**src/rtl/eu_dispatch.sv**
```systemverilog
// eu_dispatch: holds one decoded instruction and writes it into a single capable, non-full
// EU instruction queue, picked round-robin. Dispatch from the holding register takes zero cycles.
module eu_dispatch #(
  parameter int NUM_EUS     = 4,
  parameter int STALL_CNT_W = 8,
  parameter int ENTRY_W     = 32
) (
  input  logic                   clk,
  input  logic                   reset_n,
  input  logic                   flush_i,
  input  logic [ENTRY_W-1:0]     instr_i,
  input  logic [NUM_EUS-1:0]     instr_eu_mask_i,
  input  logic                   instr_valid_i,
  output logic                   instr_ready_o,
  input  logic [NUM_EUS-1:0]     iqueue_full_i,
  output logic [ENTRY_W-1:0]     dispatched_instr_o,
  output logic [NUM_EUS-1:0]     dispatched_instr_valid_o,
  output logic                   bad_mask_o,
  output logic [STALL_CNT_W-1:0] stall_cycles_o
);
  localparam int PW = $clog2(NUM_EUS);
  logic                   hold_valid_q, hold_valid_d;
  logic [ENTRY_W-1:0]     hold_instr_q;
  logic [NUM_EUS-1:0]     hold_mask_q;
  logic [PW-1:0]          rr_ptr_q, rr_ptr_d;
  logic [STALL_CNT_W-1:0] stall_cnt_q, stall_cnt_d;
  logic [NUM_EUS-1:0]     elig;
  logic [PW-1:0]          idx, gidx;
  logic                   found, drop, stall, load;
  // Rotating priority search: first eligible EU at or after rr_ptr_q wins.
  always_comb begin
    elig = (hold_valid_q && !flush_i) ? hold_mask_q & ~iqueue_full_i : '0;
    found = 1'b0;
    gidx = rr_ptr_q;
    idx = '0;
    for (int i = 0; i < NUM_EUS; i++) begin
      idx = PW'((int'(rr_ptr_q) + i) % NUM_EUS);
      if (!found && elig[idx]) begin
        found = 1'b1;
        gidx = idx;
      end
    end
  end
  assign dispatched_instr_valid_o = found ? NUM_EUS'(1) << gidx : '0;
  assign dispatched_instr_o = hold_instr_q;
  assign drop = hold_valid_q && hold_mask_q == '0 && !flush_i;
  assign stall = hold_valid_q && hold_mask_q != '0 && !found && !flush_i;
  assign bad_mask_o = drop;
  assign stall_cycles_o = stall_cnt_q;
  // Upstream is flushed alongside us, so readiness is reported during flush too.
  assign instr_ready_o = !hold_valid_q || found || drop || flush_i;
  assign load = instr_valid_i && instr_ready_o && !flush_i;
  assign hold_valid_d = load ? 1'b1 : (found || drop || flush_i) ? 1'b0 : hold_valid_q;
  assign rr_ptr_d = !found ? rr_ptr_q : gidx == PW'(NUM_EUS - 1) ? '0 : gidx + 1'b1;
  assign stall_cnt_d = !stall ? '0 : &stall_cnt_q ? stall_cnt_q : stall_cnt_q + 1'b1;
  always_ff @(posedge clk or negedge reset_n) begin
    if (!reset_n) begin
      hold_valid_q <= 1'b0;
      hold_instr_q <= '0;
      hold_mask_q  <= '0;
      rr_ptr_q     <= '0;
      stall_cnt_q  <= '0;
    end else begin
      hold_valid_q <= hold_valid_d;
      rr_ptr_q     <= rr_ptr_d;
      stall_cnt_q  <= stall_cnt_d;
      if (load) begin
        hold_instr_q <= instr_i;
        hold_mask_q  <= instr_eu_mask_i;
      end
    end
  end
endmodule
```
**config.mk**
```make
export PLATFORM = sky130hd
export DESIGN_NAME = eu_dispatch
export DESIGN_NICKNAME = d
export VERILOG_FILES = /design/src/rtl/eu_dispatch.sv
export SDC_FILE = /design/constraint.sdc
export NUM_CORES = 1
export LEC_CHECK = 0
export CORE_ASPECT_RATIO = 0.5
export CORE_UTILIZATION = 55
export CTS_CLUSTER_DIAMETER = 150
export DETAILED_ROUTE_END_ITERATION = 16
export DONT_BUFFER_PORTS = 1
export PLACE_DENSITY = 0.67
export SYNTH_ARGS = -nofsm -noshare
export SYNTH_HDL_FRONTEND = slang
export SYNTH_SLANG_ARGS = --single-unit
```
**constraint.sdc**
```tcl
create_clock -name clk -period 2.6 [get_ports clk]
set_clock_uncertainty 0.2 [all_clocks]
set_input_delay 0.26 -clock clk [delete_from_list [all_inputs] [get_ports clk]]
set_output_delay 0.26 -clock clk [all_outputs]
set_load 0.03 [all_outputs]
```
Word level (Yosys, flattened, before mapping):

Index checks and enable logic that the tools add are counted.

* flip-flop bits (word level): 47
* output and inout port bits: 46
* word-level logic and storage cells: 67

* add/sub/neg operators: 5
* $lt $le $gt $ge: 4
* equal/unequal tests: 2
* shift-type cells: 1
* mux-type cells: 22
* bitwise operators: 2
* reduce and logical (&&, ||, !) cells: 26

Operator list (count)
* 8-bit 2-to-1 mux: 2
* 2-bit by 3-bit less-than comparator with 1-bit output, second input constant: 4
* 1-bit logical AND: 11
* 1-bit 2-to-1 mux: 10
* 8-bit by 1-bit adder with 8-bit output, second input constant: 1
* 1-bit binary-select mux with 2-bit select: 4
* 2-bit 2-to-1 mux: 4
* 4-bit 2-to-1 mux: 2
* 8-bit AND reduction: 1
* 1-bit logical NOT: 6
* 1-bit logical OR: 5
* 2-bit by 1-bit adder with 2-bit output, second input constant: 2
* 2-bit adder, second input constant: 2
* 4-bit bitwise AND: 1
* 4-bit logical NOT: 1
* 4-bit NOT: 1
* 4-bit nonzero test: 1
* 1-bit by 2-bit left shift with 4-bit output, first input constant: 1
* 2-bit == test, second input constant: 1
* 2-bit != test, second input constant: 1
* 2-bit nonzero test: 1

Logic depth before layout (Yosys ltp):

* word-level depth: 21
* gate-level depth with buffers: 7
* mapped depth without buffers: 7

Worst setup path after synthesis:

No wires, ideal clock.

* kind: register -> register
* from: reg hold_mask_q[1]
* to: reg hold_instr_q[10], in the netlist dispatched_instr_o[10]
* setup time: 0.125 ns
* data arrival time: 1.778 ns
* required time: 2.275 ns
* slack: 0.497 ns
* cell stages (with the launch flop): 5
* path through: dfrtp_1 or4_4 a31oi_4 buf_6 mux2_2

* word-level cells in the longest chain between the ends: 19
* elaborated cells between the ends (all ways): 28
* classes of those cells: mux: 13; bitwise: 1; reduce/logical: 14

RTL lines
* start: declaration: RTL line 24 `logic [NUM_EUS-1:0] hold_mask_q;`
* start signal: assignment: RTL line 69 `hold_mask_q <= instr_eu_mask_i;`
* 4-bit bitwise AND: RTL line 32 `elig = (hold_valid_q && !flush_i) ? hold_mask_q & ~iqueue_full_i : '0;`
* 4-bit 2-to-1 mux: RTL line 32
* 1-bit binary-select mux with 2-bit select: RTL line 38 `if (!found && elig[idx]) begin`
* 1-bit 2-to-1 mux (not written as such): RTL line 38
* 1-bit 2-to-1 mux: RTL line 38
* 1-bit logical NOT: RTL line 38
* 1-bit logical AND: RTL line 38
* 1-bit 2-to-1 mux: RTL line 38
* 1-bit logical NOT: RTL line 38
* 1-bit logical AND: RTL line 38
* 1-bit 2-to-1 mux: RTL line 38
* 1-bit logical NOT: RTL line 38
* 1-bit logical AND: RTL line 38
* 1-bit 2-to-1 mux: RTL line 38
* 1-bit logical OR: RTL line 51 `assign instr_ready_o = !hold_valid_q || found || drop || flush_i;`
* 1-bit logical OR * (2 in a row): RTL line 51
* 1-bit logical AND * (2 in a row): RTL line 52 `assign load = instr_valid_i && instr_ready_o && !flush_i;`
* end signal: assignment: RTL line 68 `hold_instr_q <= instr_i;`
* end: declaration: RTL line 23 `logic [ENTRY_W-1:0] hold_instr_q;`

Every way passes the cells marked *; elsewhere a longest branch is shown, timed or not. The select of a mux whose other input is x is not followed.
A chain may end at the register's enable or synchronous reset.

Worst setup path in the final report:

* from: reg hold_mask_q[3]
* to: out dispatched_instr_valid_o[0]

* word-level cells in the longest chain between the ends: 16
* elaborated cells between the ends (all ways): 25
* classes of those cells: shift: 1; mux: 17; bitwise: 1; reduce/logical: 6

RTL lines
* 4-bit bitwise AND *: RTL line 32
* 4-bit 2-to-1 mux *: RTL line 32
* 1-bit binary-select mux with 2-bit select: RTL line 38
* 1-bit 2-to-1 mux (not written as such): RTL line 38
* 1-bit 2-to-1 mux: RTL line 38
* 1-bit logical NOT: RTL line 38
* 1-bit logical AND: RTL line 38
* 1-bit 2-to-1 mux: RTL line 38
* 1-bit logical NOT: RTL line 38
* 1-bit logical AND: RTL line 38
* 1-bit 2-to-1 mux: RTL line 38
* 1-bit logical NOT: RTL line 38
* 1-bit logical AND: RTL line 38
* 2-bit 2-to-1 mux: RTL line 38
* 1-bit by 2-bit left shift with 4-bit output: RTL line 44 `assign dispatched_instr_valid_o = found ? NUM_EUS'(1) << gidx : '0;`
* 4-bit 2-to-1 mux *: RTL line 44
* end: declaration: RTL line 17 `output logic [NUM_EUS-1:0] dispatched_instr_valid_o,`

Marked as above.

==> results.json <==
{
  "synthAdderAreaFrac_pct": 2.924,
  "worstHoldPathCells": 2,
  "grt_first_pass_wirelength_um": 7162,
  "cts_tree": "done",
  "vias": 1491,
  "dieArea_um2": 4159,
  "overflow": 0,
  "initialDrtViolationCount": 58,
  "synth.area.mux_share_pct": 18.95,
  "nets": 265,
  "rrSetupSlack_ns": 0.45,
  "synthCells": 167,
  "pre_cts_slack_ns": 0.4329,
  "power_leakage_nw": 1.145,
  "min-delay-start": "flush_i",
  "cp-end-kind": "output port",
  "rsz0062_at_grt": "false",
  "routed_wl_um": 4502,
  "detailed_place_hpwl_um": 2719,
  "relSlewSlack_pct": 61.39,
  "postRouteAntennaNets": 0,
  "clock_path_buffers": 2,
  "yosys_warnings": 0,
  "rows": 15,
  "critPathLaunchType": "flop",
  "synth_compound_area_share_pct": 7.602,
  "drive_gt1_share_pct": 24.88,
  "mappedNetlistArea_um2": 2140,
  "root_buffer": "clkbuf_8",
  "synth-simple-area-share_pct": 11.58,
  "worstHoldPathType": "in2reg",
  "hold_violations": 0,
  "grt_pass1_vias": 1474,
  "status": "finished clean",
  "fin_util_pct": 76.74,
  "ys_ff_latch": 47,
  "htreeDepth": 2,
  "tightestPinTransition_ns": 0.5770,
  "antenna_found_initial": 0,
  "clkSinkCount": 47,
  "finalSetupViolations": 0,
  "gp_congestion": 0.7568,
  "worstReg2RegStart": "hold_mask_q[1]$_DFFE_PN0P_",
  "fin_setup_tns_ns": 0,
  "post-route-period-util_pct": 95.40,
  "cp_max_fo": 5,
  "syn_nets": 216,
  "r2r-end": "dispatched_instr_o[17]$_DFFE_PN0P_",
  "final.min_clock_period_ns": 2.480,
  "ir_drop_v": 0.0004791,
  "grt_max_degree": 48,
  "initial_core_util_pct": 60.00,
  "fin_ws_ns": 0.1197,
  "clkLatencyLatePin_ns": 0.31,
  "slew_violations": 0,
  "path_class": "reg2out",
  "most-common-layout-cells": "dfrtp_1, dlygate4sd3_1, mux2_2, nor2_1, o21ai_0",
  "max_cap_violations": 0,
  "area_delta_synth_final_pct": 27.89,
  "wl_per_cell_um": 16.80,
  "grtUsageTotal_pct": 23.40,
  "die_y_um": 46.11,
  "fmax_ghz": 0.4032,
  "synth_top_family_by_area": "multiplexers",
  "portBuffers": 0,
  "reg2regPathDepth": 4,
  "postCtsSetupBuffers": 0,
  "synth_xor_area_share_pct": 2.047,
  "drcViolationCount": 0,
  "postSynthAreaPerCell_um2": 12.81,
  "final_common_cell": "dfrtp_1",
  "core_um2": 3566,
  "io_pins": 90,
  "cp_data_required_time_ns": 2.14,
  "antenna_cells": 0,
  "placed_cells": 221,
  "final_cell_count_no_fill": 268,
  "cts.clk_slew.worst_paths_ns": 0.10,
  "die_x_um": 90.21,
  "hold_end": "hold_valid_q$_DFFE_PN0P_",
  "seq_area_frac_synth_pct": 54.97,
  "powerDensity_nw_per_um2": 714.2,
  "cts_made_buffers": 5,
  "synth_cell_type_count": 32,
  "via_per_inst": 5.563,
  "first_pass_iters": 4,
  "worst_ep_arrival_time_ns": 2.02,
  "timing.hold.ws_ns": 0.02507
}
metrics by stage:
| step | total power [W] | cell area [um2] |
|---|---|---|
| 3_5_place_dp | 0.001418 | 2227 |
| 5_1_grt | 0.002051 | 2736 |
| 6_report | 0.001954 | 2736 |
| 3_3_place_gp | 0.001405 | 2227 |
| 2_1_floorplan | 0.001349 | 2140 |
| 4_1_cts | 0.001957 | 2731 |
timing repair:
item	4_1_cts	5_1_grt
resized for setup	0	3
hold endpoints to repair	84	0
hold buffers	39	0
setup endpoints to repair	0	4
logic make-up (layout without fill, tap and decap cells):
| kind of cell | Yosys count | after routing |
|---|---|---|
| DFF | 47 | 47 |
| buffers and inverters | 5 | 55 |
| and+or+nand+nor | 46 | 46 |
| AOI/OAI and AO/OA | 23 | 23 |
| adders and majority gates | 5 | 5 |
| xor gates and xnor gates | 5 | 5 |
| muxes | 36 | 36 |
how the worst max path moves through the flow:
stage | startpoint | cells past startpoint | end | slack (ns)
3_5_place_dp | hold_mask_q[3]$_DFFE_PN0P_ | 6 | dispatched_instr_valid_o[1] | 0.43
2_1_floorplan | hold_mask_q[1]$_DFFE_PN0P_ | 4 | dispatched_instr_o[10]$_DFFE_PN0P_ | 0.50
5_1_grt | hold_mask_q[3]$_DFFE_PN0P_ | 6 | dispatched_instr_valid_o[2] | 0.04
3_3_place_gp | hold_mask_q[3]$_DFFE_PN0P_ | 6 | dispatched_instr_valid_o[3] | 0.49
4_1_cts | hold_mask_q[3]$_DFFE_PN0P_ | 6 | dispatched_instr_valid_o[1] | 0.08
6_report | hold_mask_q[3]$_DFFE_PN0P_ | 6 | dispatched_instr_valid_o[0] | 0.12
area by class of cell:
cell class	count	area, um2
sequential	47	1176
multi-input combinational	115	927.1
clock buffer	5	68.82
timing repair buffer	45	465.4
inverter	2	7.507
clock inverter	3	27.53
tap	51	63.81
fill	244	829.5
worst max-delay path, cell delays in order (launching register included):
cell and delay (ns):
dfrtp_1 0.42, nor2b_2 0.19, a211oi_1 0.21, o21ai_0 0.16
a32oi_1 0.26, ha_1 0.19, and2_1 0.29
per-layer routing:
metal | GRT usage, % | vias to the layer above | wire length (um)
met5 | 0 | - | 0
met3 | 9.406 | 4 | 378
met4 | 6.774 | 0 | 28
met2 | 38.78 | 65 | 2102
li1 | - | 700 | -
met1 | 29.37 | 722 | 1991
power by group:
group	total, W	switching (W)	internal, W
Clock	0.000479	0.000280	0.000200
Combinational	0.000357	0.000166	0.000191
Sequential	0.00112	0.000275	0.000843
Total	0.00195	0.000720	0.00123
state kept, by name (all words and copies together) (netlist names):
register            count
rr_ptr_q                2
hold_valid_q            1
dispatched_instr_o     32
hold_mask_q             4
stall_cycles_o          8
cells in the mapped netlist, drive strengths merged:
library cell / n / area, um2
a21oi: 3 / 15.01
and3: 4 / 25.02
a32o: 1 / 10.01
nand4: 1 / 6.260
nand2: 6 / 22.52
xor2: 4 / 35.03
nor4bb: 1 / 10.01
dfrtp: 47 / 1176
nor3b: 1 / 7.510
o22ai: 1 / 6.260
and2: 4 / 25.02
nor2: 10 / 37.54
o2111ai: 1 / 8.760
nor3: 3 / 15.01
nand3: 5 / 25.02
a31oi: 3 / 33.78
mux2: 36 / 405.4
a211o: 1 / 8.760
or4: 1 / 11.26
nor2b: 3 / 18.77
nand2b: 7 / 43.79
o21ai: 8 / 40.04
xnor2: 1 / 8.760
a41oi: 1 / 8.760
a211oi: 2 / 15.01
inv: 2 / 7.510
buf: 3 / 33.78
ha: 5 / 62.56
a32oi: 1 / 8.760
o211ai: 1 / 7.510
Power figures use the tool's default switching activity.
